**config.mk**
```make
export PLATFORM = sky130hd
export DESIGN_NAME = ahb_lite_master
export DESIGN_NICKNAME = d
export VERILOG_FILES = /design/src/rtl/ahb_pkg.sv /design/src/rtl/ahb_lite_master.sv
export SDC_FILE = /design/constraint.sdc
export NUM_CORES = 1
export LEC_CHECK = 0
export BUFFER_PORTS_ARGS = -buffer_cell sky130_fd_sc_hd__buf_2
export CORE_ASPECT_RATIO = 0.7
export CORE_MARGIN = 2
export CORE_UTILIZATION = 56
export CTS_BUF_LIST = sky130_fd_sc_hd__clkbuf_2 sky130_fd_sc_hd__clkbuf_4 sky130_fd_sc_hd__clkbuf_8
export DETAILED_ROUTE_END_ITERATION = 12
export PLACE_DENSITY = 0.8
export SLEW_MARGIN = 0
export SYNTH_ARGS = -nofsm -noshare
export SYNTH_HDL_FRONTEND = slang
export SYNTH_SLANG_ARGS = --single-unit
```
**constraint.sdc**
```tcl
create_clock -name HCLK -period 2.3 [get_ports HCLK]
set_input_delay 0.23 -clock HCLK [delete_from_list [all_inputs] [get_ports HCLK]]
set_output_delay 0.23 -clock HCLK [all_outputs]
set_load 0.01 [all_outputs]
```
**src/rtl/ahb_pkg.sv**
```systemverilog
// ============================================================================
// ahb_pkg : shared AHB-Lite encodings and master FSM state type
// Revision: 1.0
// ============================================================================
`default_nettype none

package ahb_pkg;

  localparam logic [1:0] HTRANS_IDLE   = 2'b00;
  localparam logic [1:0] HTRANS_BUSY   = 2'b01;
  localparam logic [1:0] HTRANS_NONSEQ = 2'b10;
  localparam logic [1:0] HTRANS_SEQ    = 2'b11;

  localparam logic [2:0] HBURST_SINGLE = 3'b000;
  localparam logic [3:0] HPROT_DEFAULT = 4'b0011;

  localparam logic       HRESP_OKAY    = 1'b0;
  localparam logic       HRESP_ERROR   = 1'b1;

  localparam logic [2:0] HSIZE_BYTE    = 3'b000;
  localparam logic [2:0] HSIZE_HALF    = 3'b001;
  localparam logic [2:0] HSIZE_WORD    = 3'b010;
  localparam logic [2:0] HSIZE_DWORD   = 3'b011;

  typedef enum logic [0:0] {
    ST_RUN  = 1'b0,
    ST_ERR2 = 1'b1
  } state_t;

endpackage

`default_nettype wire

```
**src/rtl/ahb_lite_master.sv**
```systemverilog
// ============================================================================
// ahb_lite_master : valid/ready command stream to pipelined AHB-Lite SINGLE transfers
// Revision: 1.0
// ============================================================================
`default_nettype none

module ahb_lite_master
  import ahb_pkg::*;
#(
  parameter int AW = 32,
  parameter int DW = 32
) (
  input  logic          HCLK,
  input  logic          HRESET,
  input  logic          cmd_valid,
  output logic          cmd_ready,
  input  logic          cmd_write,
  input  logic [AW-1:0] cmd_addr,
  input  logic [2:0]    cmd_size,
  input  logic [DW-1:0] cmd_wdata,
  output logic          rsp_valid,
  output logic          rsp_err,
  output logic [DW-1:0] rsp_rdata,
  output logic [AW-1:0] HADDR,
  output logic [1:0]    HTRANS,
  output logic          HWRITE,
  output logic [2:0]    HSIZE,
  output logic [2:0]    HBURST,
  output logic [3:0]    HPROT,
  output logic [DW-1:0] HWDATA,
  input  logic          HREADY,
  input  logic          HRESP,
  input  logic [DW-1:0] HRDATA
);

  state_t        r_state;
  logic          r_rdy_en;
  logic          r_a_vld;
  logic [DW-1:0] r_a_wdata;
  logic          r_d_vld;
  logic          r_d_write;
  logic          r_rp_vld;
  logic          r_rp_write;
  logic [AW-1:0] r_rp_addr;
  logic [2:0]    r_rp_size;
  logic [DW-1:0] r_rp_wdata;

  logic          w_accept;
  logic          w_err1;

  // The address slot itself is HADDR/HWRITE/HSIZE; r_a_vld says whether it is live.
  assign cmd_ready = (~r_a_vld | HREADY) & (r_state == ST_RUN) & r_rdy_en & ~HRESET;
  assign w_accept  = cmd_valid & cmd_ready;
  assign w_err1    = (r_state == ST_RUN) & r_d_vld & ~HREADY & (HRESP == HRESP_ERROR);

  assign HBURST = HBURST_SINGLE;
  assign HPROT  = HPROT_DEFAULT;

  always_ff @(posedge HCLK) begin
    if (HRESET) begin
      r_state    <= ST_RUN;
      r_rdy_en   <= 1'b0;
      r_a_vld    <= 1'b0;
      r_a_wdata  <= '0;
      r_d_vld    <= 1'b0;
      r_d_write  <= 1'b0;
      r_rp_vld   <= 1'b0;
      r_rp_write <= 1'b0;
      r_rp_addr  <= '0;
      r_rp_size  <= '0;
      r_rp_wdata <= '0;
      HADDR      <= '0;
      HTRANS     <= HTRANS_IDLE;
      HWRITE     <= 1'b0;
      HSIZE      <= '0;
      HWDATA     <= '0;
      rsp_valid  <= 1'b0;
      rsp_err    <= 1'b0;
      rsp_rdata  <= '0;
    end else begin
      r_rdy_en  <= 1'b1;
      rsp_valid <= 1'b0;
      rsp_err   <= 1'b0;
      rsp_rdata <= '0;

      if (r_state == ST_RUN) begin
        if (w_err1) begin
          // First ERROR cycle: park whatever owns the address slot for replay.
          r_state <= ST_ERR2;
          r_a_vld <= 1'b0;
          HTRANS  <= HTRANS_IDLE;
          if (r_a_vld) begin
            r_rp_vld   <= 1'b1;
            r_rp_write <= HWRITE;
            r_rp_addr  <= HADDR;
            r_rp_size  <= HSIZE;
            r_rp_wdata <= r_a_wdata;
          end else if (w_accept) begin
            r_rp_vld   <= 1'b1;
            r_rp_write <= cmd_write;
            r_rp_addr  <= cmd_addr;
            r_rp_size  <= cmd_size;
            r_rp_wdata <= cmd_wdata;
          end
        end else begin
          if (HREADY) begin
            if (r_d_vld) begin
              rsp_valid <= 1'b1;
              rsp_err   <= HRESP;
              rsp_rdata <= (~r_d_write & (HRESP == HRESP_OKAY)) ? HRDATA : '0;
            end
            r_d_vld <= r_a_vld;
            if (r_a_vld) begin
              r_d_write <= HWRITE;
              HWDATA    <= r_a_wdata;
            end
          end

          if (w_accept) begin
            r_a_vld   <= 1'b1;
            HTRANS    <= HTRANS_NONSEQ;
            HADDR     <= cmd_addr;
            HWRITE    <= cmd_write;
            HSIZE     <= cmd_size;
            r_a_wdata <= cmd_wdata;
          end else if (HREADY) begin
            r_a_vld <= 1'b0;
            HTRANS  <= HTRANS_IDLE;
          end
        end
      end else begin
        // Second ERROR cycle; OKAY here is a slave violation and still ends in error.
        if (HREADY) begin
          r_state   <= ST_RUN;
          r_d_vld   <= 1'b0;
          rsp_valid <= 1'b1;
          rsp_err   <= 1'b1;
          if (r_rp_vld) begin
            r_rp_vld  <= 1'b0;
            r_a_vld   <= 1'b1;
            HTRANS    <= HTRANS_NONSEQ;
            HADDR     <= r_rp_addr;
            HWRITE    <= r_rp_write;
            HSIZE     <= r_rp_size;
            r_a_wdata <= r_rp_wdata;
          end
        end
      end
    end
  end

endmodule

`default_nettype wire

```
==> results of run 1 <==
## per-layer routing
layer	routed length, um	share of wire, %
met1	10900	43
met2	11900	47
met3	1870	7.4
met4	561	2.2
met5	27	0.11
## cell usage after synthesis, drive strengths merged (2+ instances only)
| cell | n |
|---|---|
| a221oi | 68 |
| nor2 | 70 |
| nand2 | 69 |
| nand4bb | 2 |
| nand2b | 4 |
| and3b | 2 |
| and2 | 32 |
| dfxtp | 208 |
| a211oi | 137 |
| a21oi | 37 |
| conb | 2 |
| mux2i | 68 |
| inv | 69 |
| mux2 | 68 |
| clkbuf | 76 |
| buf | 35 |
## cells by family after synthesis
kind of cell,synth area share [%]
AOI/OAI and AO/OA,20.9
buffers and inverters,8.21
DFF,45.7
muxes,15.9
other,0.0824
and+or+nand+nor,9.21
## power by group through the flow
stage / registers [mW] / clock network (mW) / logic, mW
after floorplan: 3.86 / 0 / 0.453
after global placement: 3.85 / 0 / 0.718
after detailed placement: 3.86 / 0 / 0.731
after CTS: 3.78 / 3.29 / 0.781
after global routing: 3.79 / 3.45 / 0.853
final: 3.78 / 3.26 / 0.788
## state kept, by name, indices dropped and copies added, names as in the netlist, 3 cells and up
signal / count
rsp_rdata: 32
r_rp_wdata: 32
r_rp_addr: 32
HSIZE: 3
HADDR: 32
HWDATA: 32
r_a_wdata: 32
r_rp_size: 3
## what timing repair did
item | CTS | global route
endpoints found under the hold margin | 34 | 0
setup buffers | 0 | 0
hold buffers | 34 | 0
## layout make-up
class	instances	area share (%)
inverters	70	2.33
multi-input cells	577	37.9
diodes	2	0.0443
well taps	200	2.22
flip-flops and latches	208	37.0
repair buffers	267	14.4
clock inverters	4	0.200
clock buffers	54	5.97
## worst max path at each step
stage / startpoint / cells past startpoint / end
global placement: HREADY / 5 / HWRITE
detailed placement: HREADY / 5 / HADDR[29]
floorplan: HTRANS[1] / 7 / r_a_wdata[13]
CTS: r_state / 3 / cmd_ready
finish: HREADY / 6 / HADDR[6]
global route: HREADY / 6 / HADDR[29]
## through the flow
| step | instance area, um^2 | instances |
|---|---|---|
| global route | 11300 | 1382 |
| CTS | 11300 | 1380 |
| finish | 11300 | 1382 |
| global placement | 10200 | 1288 |
| detailed placement | 10200 | 1288 |
| floorplan | 9140 | 966 |
## worst max-delay path, stage by stage
cell and delay, ns:
dlygate4sd3_1 0.56, buf_2 0.22, and3b_1 0.24, or4_2 0.68, buf_4 0.28, a221oi_1 0.33
==> reports/results.ini, run 1 <==
[worst_setup_path]
end_kind = register
timing.rr.end = HADDR[29]
crit_fanout = 27
rr_worst_depth = 3
r2r_slack_ns = 0.31
start_kind = primary input
worstPathArrival_ns = 2.55
cp_data_required_time_ns = 2.75
r2r-start = r_state
path_class = primary input to register

[routing]
viasPerCell = 5.82
avgRoutedWirePerCell_um = 18.2
drtIter0Drc = 662
drc = 0
vias = 8041
ant_nets = 0
drt_wl_total_um = 25200
first_pass_iters = 5

[synthesis]
ys.warnings.count = 0
netlist_top_cells_area = dfxtp_1 (46%), a211oi_1 (11%), mux2_2 (8.4%)
ys_types = 33
synth_top_area_share_pct = 45.7
syn-instance-count = 960
synth_top_cell_by_area = dfxtp_1
ys.flop_type = dfxtp_1
synth.avg_cell_area_um2 = 9.49
synth_seq_cells = 208
ys_seq_area_share_pct = 45.7
syn_area_um2 = 9110
synth-edff-count = 0
synthArstFlopShare_pct = 0

[timing]
finalCriticalPeriod_ns = 2.09
slew_violations = 0
worst_hold_slack_ns = 0.0324
fin_skew_ns = 0.0102
tns_ns = 0
period_share_pct = 91.1
rsz0062_at_grt = false
max_freq_mhz = 477
worstMarginPinSlew_ns = 1.10
setup_ws_ns = 0.206
hold_viol = 0
max-slew-margin-rel_pct = 26.4
setup_viol = 0

[power]
p_comb_share_pct = 10.1
ir_drop_uv = 494
power_density_nw_per_um2 = 694
p_switching_mw = 1.93
finalPower_mw = 7.83
p_int_mw = 5.91
pwr-share-seq_pct = 48.3
pwr-share-clk_pct = 41.7
p_sw_share_pct = 24.6
cellLeakagePower_nw = 4.24

[min_path]
hold_depth = 3
hold_start = HRESP
hp-class = primary input to register
min_to = rsp_err

[final_layout]
drive_above_1_share_pct = 32.1
final_common_cell = buf_2
fin_util_pct = 71.9
seq_area_um2 = 4170
syn_to_final_growth_pct = 23.9
multi_input_area_um2 = 4280
n_fill_cell = 1200
final_nets = 1260
final_cell_mix = buf_2 (207), dfxtp_1 (206), a211oi_1 (137)

[placed_design]
port_buffers = 208
place_ws_ns = 0.271
place.gp.congestion = 0.809
dp_hpwl_um = 14700

[floorplan]
die_h_um = 111
num_rows = 38
die_w_um = 156
io_pins = 217
fp.coreArea_um2 = 15700
dieArea_um2 = 17300
start_util_pct = 58.1

[clock_tree]
cts_resized = 0
cts_root_buf = clkbuf_8
cts_tree = built
clkSinkCount = 208
insertion_delay_ns = 0.56
clkTransAtPathRegs_ns = 0.07
cts-buffers-inserted = 31
clockBufferDepth = 3
cts_max_level = 1

[global_routing]
gr-usage-met1_pct = 38.0
overflow = 0
antenna_found_initial = 4
busiest_layer = met2
met2_usage_pct = 46.0
use_met3_pct = 5.98
track_usage_pct = 28.3
grt_max_degree = 102
grt_pass1_wl_um = 40400
grt_pass1_vias = 7924

[status]
outcome = finished clean

[run]
max_cap_viol_count = 0

(Power assumes the default switching activity.)
==> run 2, diff against run 1 <==
- ABC_AREA: not set -> 1
==> run 2 against run 1 <==
  * Clock skew rose by 0.0076 ns
  * Hold slack improved by 0.018 ns
  * Combinational power is 9.1% lower
  * Non-clock buffer count stayed put
  * Critical path type is now register to output pin
  * Highest routed layer unchanged
  * Largest cell class unchanged
  * Die area up 1.3%
  * Critical path depth is 4 lower
  * Sequential share of layout area down 0.54 points
==> reports/results.ini, run 2 <==
[routing]
avgRoutedWirePerCell_um = 15.4  ; -16%
viasPerCell = 5.43  ; -6.6%
first_pass_iters = 5  ; unchanged
drt_wl_total_um = 25300  ; +0.56%
ant_nets = 0  ; unchanged
drc = 0  ; unchanged
vias = 8935  ; +11%
drtIter0Drc = 635  ; -4.1%

[final_layout]
syn_to_final_growth_pct = 24.1
final_cell_mix = nor2_1 (240), buf_2 (208), dfxtp_1 (206)
antenna_cells = 0  ; -2
postLayoutCellArea_um2 = 11500  ; +1.5%
n_fill_cell = 1333  ; +11%
final_nets = 1502  ; +19%
drive_above_1_share_pct = 21.1  ; -11 points
final_common_cell = nor2_1

[worst_setup_path]
end_kind = output pin
timing.rr.end = r_rp_addr[26]
cp_data_required_time_ns = 2.07  ; -0.68 ns
crit_fanout = 55  ; +100%
r2r_slack_ns = 0.48  ; +0.17 ns
start_kind = register
worstPathArrival_ns = 1.66  ; -0.89 ns
r2r-start = r_state
rr_worst_depth = 8  ; +5
path_class = register to output pin

[min_path]
hold_depth = 5  ; +2
hp-class = primary input to register
hold_start = cmd_addr[20]
min_to = HADDR[20]

[synthesis]
synth.avg_cell_area_um2 = 7.68  ; -19%
synth-edff-count = 0  ; unchanged
syn_area_um2 = 9230  ; +1.3%
synth_seq_cells = 208  ; unchanged
synth_top_cell_by_area = dfxtp_1
ys.flop_type = dfxtp_1
ys_seq_area_share_pct = 45.1  ; -0.60 points
ys_types = 17  ; -48%
synth_most_common_cell = nor2_1
netlist_top_cells_area = dfxtp_1 (45%), mux2i_1 (15%), nor2_1 (9.8%)
synthTopCellsByCount = nor2_1 (241), dfxtp_1 (208), nand2_1 (182), nand3_1 (137), mux2i_1 (136)
synthArstFlopShare_pct = 0  ; unchanged
synth_top_area_share_pct = 45.1  ; -0.60 points
ys.warnings.count = 0  ; unchanged
syn-instance-count = 1203  ; +25%

[floorplan]
io_pins = 217  ; unchanged
num_rows = 39  ; +2.6%
die_w_um = 157  ; +0.65%
dieArea_um2 = 17500  ; +1.3%
die_h_um = 111  ; +0.64%
fp.coreArea_um2 = 16200  ; +3.6%
start_util_pct = 56.8  ; -1.3 points

[power]
p_int_mw = 5.96  ; +0.91%
power_density_nw_per_um2 = 686  ; -1.1%
p_comb_share_pct = 9.1  ; -1.0 points
cellLeakagePower_nw = 5.00  ; +18%
p_sw_share_pct = 24.2  ; -0.42 points
ir_drop_uv = 472  ; -4.3%
pwr-share-clk_pct = 43.4  ; +1.7 points
p_switching_mw = 1.90  ; -1.4%
pwr-share-seq_pct = 47.5  ; -0.8 points

[clock_tree]
clkSinkCount = 208  ; unchanged
cts_tree = built
cts_resized = 0  ; unchanged
holdBufCountCts = 33  ; -2.9%
clockBufferDepth = 3  ; unchanged
cts_setup_buffers = 0  ; unchanged
insertion_delay_ns = 0.55  ; about the same
cts_max_level = 1  ; unchanged
clkTransAtPathRegs_ns = 0.06  ; about the same
cts_root_buf = clkbuf_8
cts-buffers-inserted = 31  ; unchanged

[placed_design]
place.gp.congestion = 0.805  ; -0.51%
dp_hpwl_um = 14800  ; +0.82%
dpl_cell_area_um2 = 10400  ; +1.6%
port_buffers = 208  ; unchanged

[timing]
worstMarginPinSlew_ns = 0.551  ; -0.554 ns
period_share_pct = 82.3  ; -8.8 points
finalCriticalPeriod_ns = 1.89  ; -0.202 ns
rsz0062_at_grt = false
max-slew-margin-rel_pct = 63.3  ; +37 points
hold_viol = 0  ; unchanged
max_freq_mhz = 528  ; +11%
slew_violations = 0  ; unchanged
fin_skew_ns = 0.0178  ; +0.00759 ns
tns_ns = 0  ; unchanged
setup_viol = 0  ; unchanged

[global_routing]
track_usage_pct = 28.2  ; -0.13 points
grt_pass1_wl_um = 41000  ; +1.5%
antenna_found_initial = 2  ; -2
grt_max_degree = 80  ; -22%
overflow = 0  ; unchanged
grt_pass1_vias = 8450  ; +6.6%

[run]
max_cap_viol_count = 0  ; unchanged

[status]
outcome = finished clean

run 2: layout make-up:
cell class / count / area, um^2 / share of cell area [%]
multi-input combinational: 850 / 4470 / 39.0
clock buffer: 45 / 588 / 5.13
clock inverter: 11 / 130 / 1.14
tap: 225 / 282 / 2.46
timing repair buffer: 267 / 1670 / 14.5
inverter: 39 / 149 / 1.30
sequential: 208 / 4170 / 36.4
run 2: metrics by stage:
| stage | worst slack (ns) | hold slack (ns) | instances | power [mW] | util, % |
|---|---|---|---|---|---|
| 5_1_grt | 0.322 | 0.0521 | 1645 | 8.16 | 70.5 |
| 3_5_place_dp | 0.441 | 0.448 | 1556 | 4.47 | 64.0 |
| 3_3_place_gp | 0.513 | 0.442 | 1556 | 4.45 | 64.0 |
| 2_1_floorplan | 0.820 | 0.342 | 1209 | 4.23 | - |
| 4_1_cts | 0.381 | 0.0209 | 1645 | 7.91 | 70.5 |
| 6_report | 0.407 | 0.0505 | 1645 | 7.86 | 70.5 |
run 2: critical path, stage by stage, from the launching register on:
cell and delay (ns):
dfxtp_4 0.53, buf_12 0.38, buf_2 0.20
run 2: worst max-delay path by stage:
stage,start,to,cells past startpoint
4_1_cts,HTRANS[1],HTRANS[1],2
3_5_place_dp,HREADY,r_a_wdata[9],8
3_3_place_gp,HREADY,HADDR[22],8
5_1_grt,HTRANS[1],HTRANS[1],2
2_1_floorplan,HTRANS[1],r_rp_addr[10],7
6_report,HTRANS[1],HTRANS[1],2
run 2: power groups by stage:
stage,clock network (mW),logic (mW),registers [mW]
5_1_grt,3.63,0.792,3.74
4_1_cts,3.47,0.704,3.73
3_5_place_dp,0,0.656,3.81
3_3_place_gp,0,0.640,3.81
2_1_floorplan,0,0.414,3.81
6_report,3.41,0.716,3.73
run 2: cells by family (layout without fill, tap and decap cells):
group	Yosys count	after routing	synth area share, %
compound gates	108	108	5.85
flops	208	208	45.1
simple gates	598	598	27.3
mux	136	136	14.7
buf+inv	151	362	6.94
other cells	2	8	0.0813
run 2: routing by layer:
layer | GRT usage, % | part of all wire (%) | wire (um)
met5 | 0 | 0.11 | 27
met1 | 37.6 | 44 | 11100
met3 | 4.75 | 6.1 | 1560
met4 | 9.27 | 2.4 | 602
met2 | 46.6 | 47 | 12000
